## config.mk

```make
export PLATFORM = sky130hd
export DESIGN_NAME = speck_round_scheduler
export DESIGN_NICKNAME = d
export VERILOG_FILES = /design/src/rtl/speck_round_scheduler_pkg.sv /design/src/rtl/speck_key_word_shifter.sv /design/src/rtl/speck_round_scheduler.sv
export SDC_FILE = /design/constraint.sdc
export NUM_CORES = 1
export LEC_CHECK = 0
export CAP_MARGIN = 20
export CELL_PAD_IN_SITES_DETAIL_PLACEMENT = 0
export CELL_PAD_IN_SITES_GLOBAL_PLACEMENT = 1
export CORE_MARGIN = 2
export CORE_UTILIZATION = 41
export DETAILED_ROUTE_END_ITERATION = 16
export PLACE_DENSITY_LB_ADDON = 0.15
export SYNTH_ARGS = -nofsm -noshare
export SYNTH_HDL_FRONTEND = slang
export SYNTH_SLANG_ARGS = --single-unit
```

## constraint.sdc

```tcl
create_clock -name clk -period 3.4 [get_ports clk]
set_input_delay 0.68 -clock clk [delete_from_list [all_inputs] [get_ports clk]]
set_output_delay 0.68 -clock clk [all_outputs]
set_load 0.1 [all_outputs]
```

## src/rtl/speck_round_scheduler_pkg.sv

```systemverilog
// Shared settings for the SPECK round scheduler and the round datapath:
// default sizes, scheduler state encodings and a small state helper.
package speck_round_scheduler_pkg;

   localparam int WORD_SIZE_DEF = 16;
   localparam int KEY_WORDS_DEF = 4;
   localparam int ROUNDS_DEF    = 22;

   localparam logic [2:0] ST_IDLE    = 3'd0;
   localparam logic [2:0] ST_LOAD    = 3'd1;
   localparam logic [2:0] ST_D_ISSUE = 3'd2;
   localparam logic [2:0] ST_D_WAIT  = 3'd3;
   localparam logic [2:0] ST_K_ISSUE = 3'd4;
   localparam logic [2:0] ST_K_WAIT  = 3'd5;
   localparam logic [2:0] ST_DONE    = 3'd6;

   function automatic logic is_issue(input logic [2:0] st);
      return (st == ST_D_ISSUE) || (st == ST_K_ISSUE);
   endfunction

endpackage

```

## src/rtl/speck_key_word_shifter.sv

```systemverilog
// Three-deep key-word register l[0..2]: parallel load from the cipher key,
// shift toward l[0] with a new word entering at l[2] on each key round.
module speck_key_word_shifter
   import speck_round_scheduler_pkg::*;
#(
   parameter int WORD_SIZE = WORD_SIZE_DEF
) (
   input  logic                   clk,
   input  logic                   rst_n,
   input  logic                   load_i,
   input  logic                   shift_i,
   input  logic [3*WORD_SIZE-1:0] load_words_i,
   input  logic [WORD_SIZE-1:0]   shift_in_i,
   output logic [WORD_SIZE-1:0]   l0_o
);

   logic [2:0][WORD_SIZE-1:0] l_q;
   logic [2:0][WORD_SIZE-1:0] l_d;

   always_comb begin
      l_d = l_q;
      if (load_i) begin
         l_d = load_words_i;
      end else if (shift_i) begin
         l_d = {shift_in_i, l_q[2], l_q[1]};
      end else begin
         l_d = l_q;
      end
   end

   always_ff @(posedge clk or negedge rst_n) begin
      if (!rst_n) begin
         l_q <= '0;
      end else begin
         l_q <= l_d;
      end
   end

   assign l0_o = l_q[0];

endmodule

```

## src/rtl/speck_round_scheduler.sv

```systemverilog
// Iterative SPECK controller: owns the key schedule and round counter and
// time-shares one external round datapath between data and key rounds.
module speck_round_scheduler
   import speck_round_scheduler_pkg::*;
#(
   parameter int WORD_SIZE = WORD_SIZE_DEF,
   parameter int KEY_WORDS = KEY_WORDS_DEF,
   parameter int ROUNDS    = ROUNDS_DEF
) (
   input  logic                           clk,
   input  logic                           rst_n,
   input  logic                           start,
   input  logic [WORD_SIZE*KEY_WORDS-1:0] key,
   input  logic [2*WORD_SIZE-1:0]         plaintext,
   output logic                           ready,
   output logic                           busy,
   output logic                           done,
   output logic [2*WORD_SIZE-1:0]         ciphertext,
   output logic [4:0]                     round_idx,
   output logic                           rf_start,
   output logic [WORD_SIZE-1:0]           rf_subkey,
   output logic [2*WORD_SIZE-1:0]         rf_in,
   input  logic [2*WORD_SIZE-1:0]         rf_out,
   input  logic                           rf_finished
);

   localparam int         W      = WORD_SIZE;
   localparam logic [4:0] LAST_R = 5'(ROUNDS - 1);

   logic [2:0]     state_q, state_d;
   logic [W-1:0]   x_q, x_d, y_q, y_d, k_q, k_d;
   logic [4:0]     r_q, r_d;
   logic           ready_q, busy_q, done_q, done_d, rf_start_q, rf_start_d;
   logic [2*W-1:0] ct_q, ct_d, rf_in_q, rf_in_d;
   logic [W-1:0]   rf_subkey_q, rf_subkey_d;
   logic           l_load_s, l_shift_s;
   logic [W-1:0]   l0_s;

   speck_key_word_shifter #(.WORD_SIZE(W)) u_key_words (
      .clk          (clk),
      .rst_n        (rst_n),
      .load_i       (l_load_s),
      .shift_i      (l_shift_s),
      .load_words_i (key[4*W-1:W]),
      .shift_in_i   (rf_out[W-1:0]),
      .l0_o         (l0_s)
   );

   always_comb begin
      state_d   = state_q;
      x_d       = x_q;
      y_d       = y_q;
      k_d       = k_q;
      r_d       = r_q;
      ct_d      = ct_q;
      done_d    = 1'b0;
      l_load_s  = 1'b0;
      l_shift_s = 1'b0;
      case (state_q)
         ST_IDLE: begin
            if (start) state_d = ST_LOAD;
            else       state_d = ST_IDLE;
         end
         ST_LOAD: begin
            x_d      = plaintext[W-1:0];
            y_d      = plaintext[2*W-1:W];
            k_d      = key[W-1:0];
            r_d      = 5'd0;
            l_load_s = 1'b1;
            state_d  = ST_D_ISSUE;
         end
         ST_D_ISSUE: state_d = ST_D_WAIT;
         ST_D_WAIT: begin
            if (rf_finished) begin
               x_d     = rf_out[W-1:0];
               y_d     = rf_out[2*W-1:W];
               state_d = (r_q == LAST_R) ? ST_DONE : ST_K_ISSUE;
            end else begin
               state_d = ST_D_WAIT;
            end
         end
         ST_K_ISSUE: state_d = ST_K_WAIT;
         // Key round result: x-half becomes the newest l word, y-half the next round key.
         ST_K_WAIT: begin
            if (rf_finished) begin
               l_shift_s = 1'b1;
               k_d       = rf_out[2*W-1:W];
               r_d       = r_q + 5'd1;
               state_d   = ST_D_ISSUE;
            end else begin
               state_d = ST_K_WAIT;
            end
         end
         ST_DONE: begin
            ct_d    = {y_q, x_q};
            done_d  = 1'b1;
            state_d = ST_IDLE;
         end
         default: state_d = ST_IDLE;
      endcase
   end

   // Datapath operands are registered one cycle ahead, using the next-state register values.
   always_comb begin
      rf_start_d  = is_issue(state_d);
      rf_in_d     = rf_in_q;
      rf_subkey_d = rf_subkey_q;
      if (state_d == ST_D_ISSUE) begin
         rf_in_d     = {y_d, x_d};
         rf_subkey_d = k_d;
      end else if (state_d == ST_K_ISSUE) begin
         rf_in_d     = {k_d, l0_s};
         rf_subkey_d = W'(r_d);
      end else begin
         rf_in_d     = rf_in_q;
         rf_subkey_d = rf_subkey_q;
      end
   end

   always_ff @(posedge clk or negedge rst_n) begin
      if (!rst_n) begin
         state_q     <= ST_IDLE;
         x_q         <= '0;
         y_q         <= '0;
         k_q         <= '0;
         r_q         <= 5'd0;
         ready_q     <= 1'b1;
         busy_q      <= 1'b0;
         done_q      <= 1'b0;
         ct_q        <= '0;
         rf_start_q  <= 1'b0;
         rf_subkey_q <= '0;
         rf_in_q     <= '0;
      end else begin
         state_q     <= state_d;
         x_q         <= x_d;
         y_q         <= y_d;
         k_q         <= k_d;
         r_q         <= r_d;
         ready_q     <= (state_d == ST_IDLE);
         busy_q      <= (state_d != ST_IDLE);
         done_q      <= done_d;
         ct_q        <= ct_d;
         rf_start_q  <= rf_start_d;
         rf_subkey_q <= rf_subkey_d;
         rf_in_q     <= rf_in_d;
      end
   end

   assign ready      = ready_q;
   assign busy       = busy_q;
   assign done       = done_q;
   assign ciphertext = ct_q;
   assign round_idx  = r_q;
   assign rf_start   = rf_start_q;
   assign rf_subkey  = rf_subkey_q;
   assign rf_in      = rf_in_q;

endmodule

```

After elaboration in Yosys (flattened, before gate mapping)

Cells that the tools add are included.

Bits in registers: 188
Bits of input ports: 132
Output and inout bits: 89
Logic and storage cells: 54

Add/subtract/negate cells: 1
Eq/ne operators: 9
Multiplexer cells: 23
Reductions and logical operators: 6

Operators by type and width:

| kind                  | number |
|---|---|
| $mux W48              | 2 |
| $pmux W16 S2          | 3 |
| $mux W16              | 5 |
| $mux W32              | 2 |
| $pmux W3 S6           | 1 |
| $eq A3 B3 Y1 const B  | 4 |
| $pmux W5 S2           | 1 |
| $eq A3 B2 Y1 const B  | 3 |
| $logic_not A3 Y1      | 2 |
| $mux W3               | 2 |
| $add A5 B1 Y5 const B | 1 |
| $eq A5 B5 Y1 const B  | 1 |
| $mux W1               | 5 |
| $mux W5               | 1 |
| $reduce_bool A2 Y1    | 2 |
| $eq A3 B1 Y1 const B  | 1 |
| $reduce_bool A3 Y1    | 1 |
| $mux W2               | 1 |
| $logic_or A1 B1 Y1    | 1 |

Longest topological paths before layout

Gate-level depths: netlist (run 1).

Word-level depth: 7
Gate-level depth with buffers: 8
Gate-level depth less buffers: 6

Hierarchy

A second synthesis (run 1) with hierarchy kept.

Cells, all modules: 748
Area total of the unflattened synthesis: 8051.5 µm²

Modules (own cells, without submodules):

| module                 | times used | cells an instance | area each (µm²) | seq. area each (µm²) |
|---|---|---|---|---|
| speck_round_scheduler  | 1          | 524               | 5691.7          | 3504.6 |
| speck_key_word_shifter | 1          | 224               | 2359.8          | 1201.2 |

Worst setup path before layout (run 1)

Ideal clock, no wire load.

Path kind: reg2reg
Start: register r_q[0], in the netlist round_idx[0]
End: register rf_in_q[31], in the netlist rf_in[31]
Setup time: 0.125 ns
Data arrival time: 2.274 ns
Required time: 3.275 ns
Slack: 1.001 ns
Cell stages (with the launch flop): 7
Buffers on the path: 1
Clock period less this slack: 2.399 ns
Cell sequence: dfrtp_1 ha_1 nand4b_1 nand2_4 buf_6 mux2_4 mux2_4

Word-level cells in the longest chain between the ends: 6
Elaborated cells on any way between the ends: 8
Those cells by class: 3 x eq/ne; 4 x mux; 1 x reduce/logical

RTL lines:

| element                                        | line                                                       | text |
|---|---|---|
| from (decl)                                    | speck_round_scheduler.sv:32                                | `logic [4:0] r_q, r_d;` |
| from (signal assigned)                         | speck_round_scheduler.sv:139                               | `r_q <= r_d;` |
| $eq A5 B5 Y1 (*)                               | speck_round_scheduler.sv:77                                | `state_d = (r_q == LAST_R) ? ST_DONE : ST_K_ISSUE;` |
| $mux W2 (*)                                    | speck_round_scheduler.sv:77                                |  |
| $mux W3 (*)                                    | speck_round_scheduler.sv:74                                | `if (rf_finished) begin` |
| $pmux W3 S6 (*)                                | speck_round_scheduler.sv:59                                | `case (state_q)` |
| $eq A3 B2 Y1 or $eq A3 B3 Y1 (tied branches)   | speck_round_scheduler.sv:108, speck_round_scheduler.sv:111 |  |
| $mux W32 or $reduce_bool A2 Y1 (tied branches) | --                                                         |  |
| to (signal assigned)                           | speck_round_scheduler.sv:146                               | `rf_in_q <= rf_in_d;` |
| to (decl)                                      | speck_round_scheduler.sv:34                                | `logic [2*W-1:0] ct_q, ct_d, rf_in_q, rf_in_d;` |

Mark *: on every way between the ends. The rest lies on a longest branch, timed or not.
A chain may end at the register's enable or synchronous reset.

Worst setup path in the final report (run 1)

Start: register rf_subkey_q[9], in the netlist rf_subkey[9]
End: output rf_subkey[9]

RTL lines:

| element                | line                         | text |
|---|---|---|
| from (decl)            | speck_round_scheduler.sv:35  | `logic [W-1:0] rf_subkey_q, rf_subkey_d;` |
| from (signal assigned) | speck_round_scheduler.sv:145 | `rf_subkey_q <= rf_subkey_d;` |
| to (decl)              | speck_round_scheduler.sv:21  | `output logic [WORD_SIZE-1:0] rf_subkey,` |

No word-level cell between the ends.

==> flow_summary_export.csv, run 1 <==
group,metric,value,unit
outcome,status,"finished, final reports clean",
critical_path,r2r-start,"state_q[1]$_DFF_PN0_",
critical_path,cpPeakStageDelay,1.15,ns
global_routing,grt_pass1_wl,34.40,mm
cts,cts_tree,"yes",
global_routing,first_global_vias,6194,
critical_path,cp_top_family,"buffers and inverters",
critical_path,critPathBufInv,1,
synth,ys.warnings.count,0,
synth,syn_avg_cell_area,11.48,um2
placement,place.gp.congestion,0.7628,
synth,yosysUniqueCellTypes,43,
detailed_routing,drc,0,
cts,cts_resized,0,
global_routing,grtUsageTotal,0.2054,
cts,cts_buffer_depth,2,
timing,fin_setup_tns,0,ns
detailed_routing,totalWireLength,21.72,mm
job,maxCapViolations,0,
layout,post-route-util,0.5607,
timing,fin_crit,2.643,ns
detailed_routing,drtIter0Drc,455,
timing,hold_viol_final,0,
layout,nFillCells,1774,
placement,pre_cts_ws,0.6048,ns
cts,clockRootBuffer,"clkbuf_16",
layout,diodes,0,
die,rows,52,
detailed_routing,drtPass1Iterations,6,
timing,rsz0062_at_grt,"no",
synth,synthFlopType,"dfrtp_1",
cts,numCtsBuffers,17,
layout,syn2layout_area_growth,35.53,%
die,dieArea,21370,um2
synth,synth_top_cell_area_share,0.5644,
global_routing,antenna_found_initial,0,
critical_path,r2r_end,"rf_in[2]$_DFFE_PN0P_",
synth,yosysSeqAreaShare,0.5676,
synth,synth-seq-cells,188,
timing,fmax,0.3784,GHz
global_routing,grt-ovfl-total,0,
cts,post-cts-setup-buffers,0,
synth,yosysTopAreaCell,"dfrtp_1",
cts,clk_pin_slew,0.07,ns
synth,async_reset_ff_frac,1.000,
timing,setup_viol,0,
timing,finalMaxSlewViolations,0,
critical_path,cp_max_fo,2,
critical_path,worst_setup_path_start_kind,"register",
placement,place.port_buffers,220,
timing,setup_ws,0.7575,ns
critical_path,path_class,"register to output port",
placement,dp_cells,1176,
synth,synth_cells,722,
critical_path,rr_worst_depth,6,
die,start_util,0.4137,
min_path,hold_path.class,"primary input to async pin",
global_routing,grt_start_max_net_pins,113,
synth,ys_top_cells_by_area,"dfrtp_1 56%, mux2i_1 5.9%, nand2_1 5.2%",
timing,period_share,0.7772,
detailed_routing,wl_per_cell,17.98,um
timing,tightest_slew,1.015,ns
synth,synth_edf_count,0,
placement,dpl.hpwl,15.35,mm
critical_path,worst_ep_required_time,2.72,ns
critical_path,arrival,1.96,ns
layout,final_nets,1059,
detailed_routing,postRouteAntennaNets,0,
detailed_routing,vias_per_cell,5.103,
cts,clkLatencyLatePin,0.43,ns
die,fp.dieW,146.2,um
critical_path,rrSetupSlack,1.22,ns
layout,layout-drive-gt1-share,0.1674,
critical_path,crit_path_end_kind,"output port",
detailed_routing,vias,6165,
die,core_area,20040,um2
critical_path,path_cells,"clkdlybuf4s50_1",
critical_path,slowest_stage,"clkdlybuf4s50_1",
die,pin_count,221,
cts,cts_hold_buffers,0,
synth,synth.cell_area,8290,um2
die,die_y,146.2,um
cts,numClockSinks,188,
timing,slew_headroom,0.3213,
timing,finalClockSkew,0.007370,ns
layout,final_cells,1208,
cts,htreeDepth,4,
synth,synth_nets,856,
## worst max-delay path by stage
stage,startpoint,to,slack (ns),cells past startpoint
2_1_floorplan,round_idx[0]$_DFF_PN0_,rf_in[31]$_DFFE_PN0P_,1.00,6
3_3_place_gp,rf_finished,rf_in[17]$_DFFE_PN0P_,0.69,5
3_5_place_dp,rf_finished,rf_in[19]$_DFFE_PN0P_,0.60,5
4_1_cts,rf_subkey[9]$_DFFE_PN0P_,rf_subkey[9],0.74,1
5_1_grt,rf_in[22]$_DFFE_PN0P_,rf_in[22],0.71,1
6_report,rf_subkey[9]$_DFFE_PN0P_,rf_subkey[9],0.76,1
## area by class of cell
class	instances	area [um2]	share of cell area
tap	270	337.8	0.03007
sequential	188	4706	0.4188
inverter	42	157.7	0.01403
clock buffer	18	429.2	0.03820
clock inverter	14	158.9	0.01414
multi-input combinational	437	3156	0.2808
timing repair buffer	239	2291	0.2039
## registers in the layout, summed over array words and instances (netlist names)
name and count:
k_q 16, done 1, rf_subkey 16, u_key_words.l_q 32, ciphertext 32, rf_in 32, u_key_words.l0_o 16, round_idx 5
ready 1, x_q 16, rf_start 1, y_q 16, state_q 3, busy 1
## cells by family (layout without fill, tap and decap cells)
logic type | count (synthesis) | after routing | synth area share
AND/OR/NAND/NOR | 136 | 136 | 0.07003
buffers and inverters | 97 | 313 | 0.05463
XOR/XNOR | 3 | 3 | 0.003170
AO/OA/AOI/OAI | 187 | 187 | 0.1500
flip-flops | 188 | 188 | 0.5676
multiplexers | 109 | 109 | 0.1515
adder cells (fa/ha/maj) | 2 | 2 | 0.003018
## cells in the final DEF, fill, tap and decap left out, drive strengths merged, types with 2 or more instances in the layout
cell type and count:
nor3 2, mux2i 49, clkdlybuf4s50 181, mux2 60, a221oi 19, o221ai 5, ha 2, xor2 3
a22o 14, o21ai 77, a222oi 2, bufinv 2, a22oi 33, nand2 115, clkinv 3, clkinvlp 3
clkbuf 19, nand4 2, inv 48, a21o 15, o22ai 17, dfrtp 187, and4b 2, nor2 6
buf 57
## through the flow
stage               cell area [um2]  hold slack, ns
CTS                           11240          0.3198
global placement              10650          0.4596
detailed placement            10650          0.4630
floorplan                      8290          0.3844
global route                  11240          0.3291
finish                        11240          0.2768
## per-layer routing
metal	routed length [um]	GRT usage
met5	0	0
met4	258	0.05146
met3	1334	0.05531
met2	10300	0.3323
met1	9828	0.2771
## cells in the mapped netlist (all sizes together) (2+ instances only)
cell    instances
nor2            6
o22ai          17
nor3            2
dfrtp         187
a22oi          33
a21o           15
mux2i          49
clkbuf         16
xor2            3
ha              2
a222oi          2
nand2         115
a22o           14
and4b           2
o21ai          77
nand4           2
o221ai          5
inv            42
buf            39
mux2           60
a221oi         19
Power of run 1 is left out: the tool's default activity adds up to more than one toggle a clock period on the data nets, which glitch-free logic cannot reach.
==> run 2, diff against run 1 <==
Settings changed: CORE_UTILIZATION 41 to 38.
Clock period 3.4 ns to 2.6 ns, I/O delays scaled along.
==> run 2 against run 1 <==
Count of clock-buffer cells in the layout stayed put. Utilization fell by 4.0 points. Critical path type is now primary input to register. Register-to-register slack worse by 0.63 ns. Setup slack worse by 0.19 ns. Critical endpoint is now rf_in[26]$_DFFE_PN0P_. First-iteration DRC count down 41%. Die area rose by 7.7%. Final cell count increased by 0.83%. Critical path depth is 4 higher. Clock skew up 0.0036 ns. Non-clock buffer count is 2 higher. Sequential cell count is the same. Sequential share of layout area fell by 0.098 points.
==> flow_summary_export.csv, run 2 (same netlist as run 1, synthesis figures left out) <==
group,metric,value,unit
timing,finalClockSkew,0.01093,ns
cts,clockRootBuffer,"clkbuf_16",
cts,clkLatencyLatePin,0.43,ns
critical_path,crit_path_end_kind,"register",
timing,hold_ws,0.07549,ns
die,start_util,0.3834,
critical_path,path_class,"primary input to register",
global_routing,grt_use_met2,0.3034,
layout,layout_common_cells,"187 x dfrtp_1, 130 x clkdlybuf4s50_1, 114 x nand2_1",
placement,pre_cts_ws,0.06055,ns
timing,slew_headroom,0.4405,
timing,fin_crit,2.030,ns
global_routing,grt-ovfl-total,0,
critical_path,arrival,2.34,ns
die,pin_count,221,
global_routing,grtUsageMet1,0.2797,
critical_path,worst_setup_path_start_kind,"primary input",
die,die_y,151.7,um
global_routing,grt_start_max_net_pins,70,
cts,htreeDepth,4,
detailed_routing,vias,6319,
cts,clk_pin_slew,0.07,ns
detailed_routing,drtIter0Drc,267,
critical_path,rrSetupSlack,0.59,ns
placement,dpl.hpwl,15.53,mm
cts,cts_resized,0,
detailed_routing,postRouteAntennaNets,0,
timing,fin_setup_tns,0,ns
die,rows,54,
global_routing,grtUsageTotal,0.1958,
detailed_routing,wl_per_cell,18.22,um
cts,numCtsBuffers,17,
outcome,status,"finished, final reports clean",
detailed_routing,vias_per_cell,5.188,
placement,post_dp_cell_area,10620,um2
layout,nFillCells,1925,
die,fp.dieW,151.7,um
timing,fmax,0.4927,GHz
detailed_routing,drc,0,
detailed_routing,drtPass1Iterations,7,
global_routing,antenna_found_initial,0,
global_routing,grt.busiest_layer,"met2",
placement,place.port_buffers,220,
global_routing,first_global_vias,6268,
timing,tightest_slew,0.8386,ns
layout,syn2layout_area_growth,35.84,%
timing,finalMaxSlewViolations,0,
critical_path,cp_max_fo,20,
layout,diodes,0,
cts,numClockSinks,188,
die,core_area,21620,um2
timing,rsz0062_at_grt,"no",
timing,setup_ws,0.5704,ns
die,dieArea,23010,um2
timing,period_share,0.7806,
min_path,hold_path.class,"primary input to async pin",
detailed_routing,totalWireLength,22.19,mm
cts,post-cts-setup-buffers,0,
global_routing,grt_pass1_wl,34.44,mm
layout,final_nets,1061,
placement,place.gp.congestion,0.7675,
layout,final_common_cell,"dfrtp_1",
job,maxCapViolations,0,
timing,hold_viol_final,0,
layout,stdcell_area,11260,um2
cts,cts_hold_buffers,0,
layout,layout-drive-gt1-share,0.2217,
global_routing,use_met3,0.04162,
critical_path,worst_ep_required_time,2.91,ns
timing,setup_viol,0,
cts,cts_tree,"yes",
cts,cts_buffer_depth,2,
==> run 2: per-layer routing <==
layer	share of wire	routed length (um)
met2	0.46	10120
met3	0.069	1540
met4	0.0078	172
met5	0	0
met1	0.47	10360
==> run 2: area by class of cell <==
cell class / count / area (um2) / share of cell area
sequential: 188 / 4706 / 0.4178
timing repair buffer: 241 / 2253 / 0.2001
tap: 280 / 350.3 / 0.03111
clock buffer: 18 / 429.2 / 0.03811
inverter: 42 / 157.7 / 0.01400
multi-input combinational: 437 / 3156 / 0.2802
clock inverter: 12 / 210.2 / 0.01866
==> run 2: per-stage QoR <==
stage                     utilization  std cells
after detailed placement       0.4913       1188
after CTS                      0.5209       1218
final                          0.5209       1218
after global routing           0.5209       1218
after global placement         0.4913       1188
after floorplan                     -        722
==> run 2: path summary, 6_finish.rpt <==
check / from / end / cells past startpoint
max: rf_finished / rf_in[26]$_DFFE_PN0P_ / 5
min: rst_n / y_q[2]$_DFF_PN0_ / 1
min in group clk: k_q[5]$_DFF_PN0_ / k_q[5]$_DFF_PN0_ / 2
max reg2reg: round_idx[1]$_DFF_PN0_ / rf_in[26]$_DFFE_PN0P_ / 6
max in group asynchronous: rst_n / y_q[14]$_DFF_PN0_ / 2
min reg2reg: k_q[5]$_DFF_PN0_ / k_q[5]$_DFF_PN0_ / 2
==> run 2: worst max-delay path: stages <==
cell             delay, ns
clkdlybuf4s50_1       0.61
and4b_2               0.33
nand2_4               0.23
mux2_4                0.37
mux2_2                0.26
Power of run 2 is left out for the same reason.
==> run 3, diff against run 2 <==
Clock period 2.6 ns to 1.91 ns, I/O delays scaled along.
==> run 3 against run 2 <==
Critical path type is now register to register. Non-clock buffer count is 29 higher. Final cell count rose by 2.5%. Design area grew 5.0%. Die area unchanged. Clock skew grew 0.0042 ns. Count of clock-buffer cells in the layout did not move. Register-to-register slack got worse by 0.58 ns. Wire length rose by 0.79%. Global-route usage decreased by 0.095 points.
==> flow_summary_export.csv, run 3 (same netlist as run 1, synthesis figures left out) <==
group,metric,value,unit
die,pin_count,221,
layout,diodes,0,
cts,clockRootBuffer,"clkbuf_16",
die,dieArea,23010,um2
min_path,hold_path.class,"primary input to async pin",
critical_path,cp_max_fo,12,
global_routing,grtUsageTotal,0.1948,
die,core_area,21620,um2
critical_path,slowest_stage,"dfrtp_4",
detailed_routing,postRouteAntennaNets,0,
die,start_util,0.3834,
placement,dp_cells,1212,
timing,setup_viol,0,
critical_path,path_cells,"inv_2 -> ha_1 -> nand4b_1 -> nand2_4 -> buf_12 -> mux2_4 -> mux2_4",
layout,final_common_cell,"dfrtp_1",
critical_path,cpPeakStageDelay,0.48,ns
layout,syn2layout_area_growth,42.57,%
timing,finalClockSkew,0.01510,ns
cts,cts_tree,"yes",
die,fp.dieW,151.7,um
timing,fmax,0.5258,GHz
outcome,status,"finished, final reports clean",
cts,numClockSinks,188,
detailed_routing,drtIter0Drc,325,
global_routing,grt_pass1_wl,34.36,mm
detailed_routing,wl_per_cell,17.91,um
timing,tightest_slew,0.5516,ns
layout,final_nets,1090,
global_routing,grt_start_max_net_pins,75,
placement,place.port_buffers,220,
die,rows,54,
global_routing,antenna_found_initial,1,
layout,final_cells,1249,
detailed_routing,totalWireLength,22.36,mm
timing,slew_headroom,0.6320,
global_routing,first_global_vias,6265,
timing,rsz0062_at_grt,"yes",
placement,place.gp.congestion,0.8096,
detailed_routing,drc,0,
die,die_y,151.7,um
placement,dpl.hpwl,15.88,mm
critical_path,crit_path_end_kind,"register",
detailed_routing,vias,6408,
critical_path,path_class,"register to register",
critical_path,worst_ep_required_time,2.23,ns
cts,clk_pin_slew,0.07,ns
critical_path,critical_path.most_common_cell,"mux2_4",
job,maxCapViolations,0,
layout,layout-drive-gt1-share,0.2724,
cts,cts_buffer_depth,2,
critical_path,arrival,2.22,ns
layout,layout_common_cells,"182 x dfrtp_1, 130 x clkdlybuf4s50_1, 114 x nand2_1",
timing,finalMaxSlewViolations,0,
global_routing,grt-ovfl-total,0,
cts,clkLatencyLatePin,0.44,ns
cts,numCtsBuffers,17,
critical_path,worst_setup_path_start_kind,"register",
cts,htreeDepth,4,
critical_path,critPathBufInv,2,
timing,fin_crit,1.902,ns
timing,period_share,0.9958,
detailed_routing,vias_per_cell,5.131,
detailed_routing,drtPass1Iterations,5,
critical_path,cp_top_family,"multiplexers",
timing,hold_viol_final,0,
-- run 3: cell types whose count changed in the layout (fill, tap and decap cells not counted), sizes merged --
cell,change
dlygate4sd3,+1
bufinv,-4
buf,+28
clkinv,+2
inv,+4
-- run 3: cell type report --
class	instances	area [um2]
Fill cell	1907	9801
Sequential cell	188	4717
Multi-Input combinational cell	437	3246
Timing Repair Buffer	270	2749
Clock buffer	18	429.2
Tap cell	280	350.3
Clock inverter	14	171.4
Inverter	42	157.7
-- run 3: through the flow --
stage	hold slack [ns]	util	setup slack, ns	setup TNS [ns]	area (um2)
3_3_place_gp	0.3038	0.5129	-0.2500	-18.52	11090
4_1_cts	0.4105	0.5420	-0.01634	-0.09939	11720
6_report	0.4157	0.5467	0.008102	0	11820
2_1_floorplan	0.08641	-	-0.05669	-0.7443	8305
5_1_grt	0.4188	0.5467	-0.07988	-1.256	11820
3_5_place_dp	0.3089	0.5129	-0.2720	-19.94	11090
-- run 3: path summary, 6_finish.rpt --
| kind | from | end | slack (ns) | cells after the start |
|---|---|---|---|---|
| worst min register to register | k_q[4]$_DFF_PN0_ | k_q[4]$_DFF_PN0_ | 0.48 | 2 |
| worst max-delay path | round_idx[1]$_DFF_PN0_ | rf_in[26]$_DFFE_PN0P_ | 0.008 | 7 |
| worst min-delay path | rst_n | ciphertext[18]$_DFFE_PN0P_ | 0.42 | 2 |
| worst max register to register | round_idx[1]$_DFF_PN0_ | rf_in[26]$_DFFE_PN0P_ | 0.008 | 7 |
| min in group clk | k_q[4]$_DFF_PN0_ | k_q[4]$_DFF_PN0_ | 0.48 | 2 |
| max in group asynchronous | rst_n | rf_in[14]$_DFFE_PN0P_ | 0.76 | 3 |
-- run 3: worst register-to-register path: stages (launching register included) --
cell and delay (ns):
dfrtp_4 0.48, inv_2 0.05, ha_1 0.13, nand4b_1 0.24, nand2_4 0.16, buf_12 0.16
mux2_4 0.31, mux2_4 0.26
-- run 3: metal layers --
layer | vias up | GRT usage | share of wire
met4 | 0 | 0.05324 | 0.0088
met3 | 17 | 0.04042 | 0.068
met5 | - | 0 | 0
met2 | 215 | 0.3045 | 0.47
met1 | 3149 | 0.2761 | 0.46
li1 | 3027 | - | -
-- run 3: timing repair --
| item | in CTS | in global routing |
|---|---|---|
| endpoints found under the hold margin | 28 | 0 |
| setup endpoints to repair | 14 | 35 |
| buffers inserted | 2 | 2 |
| pin swaps | 1 | 0 |
| hold buffers | 1 | 0 |
| resized for setup | 1 | 37 |
| gates cloned | 0 | 0 |
Power of run 3 is left out for the same reason.
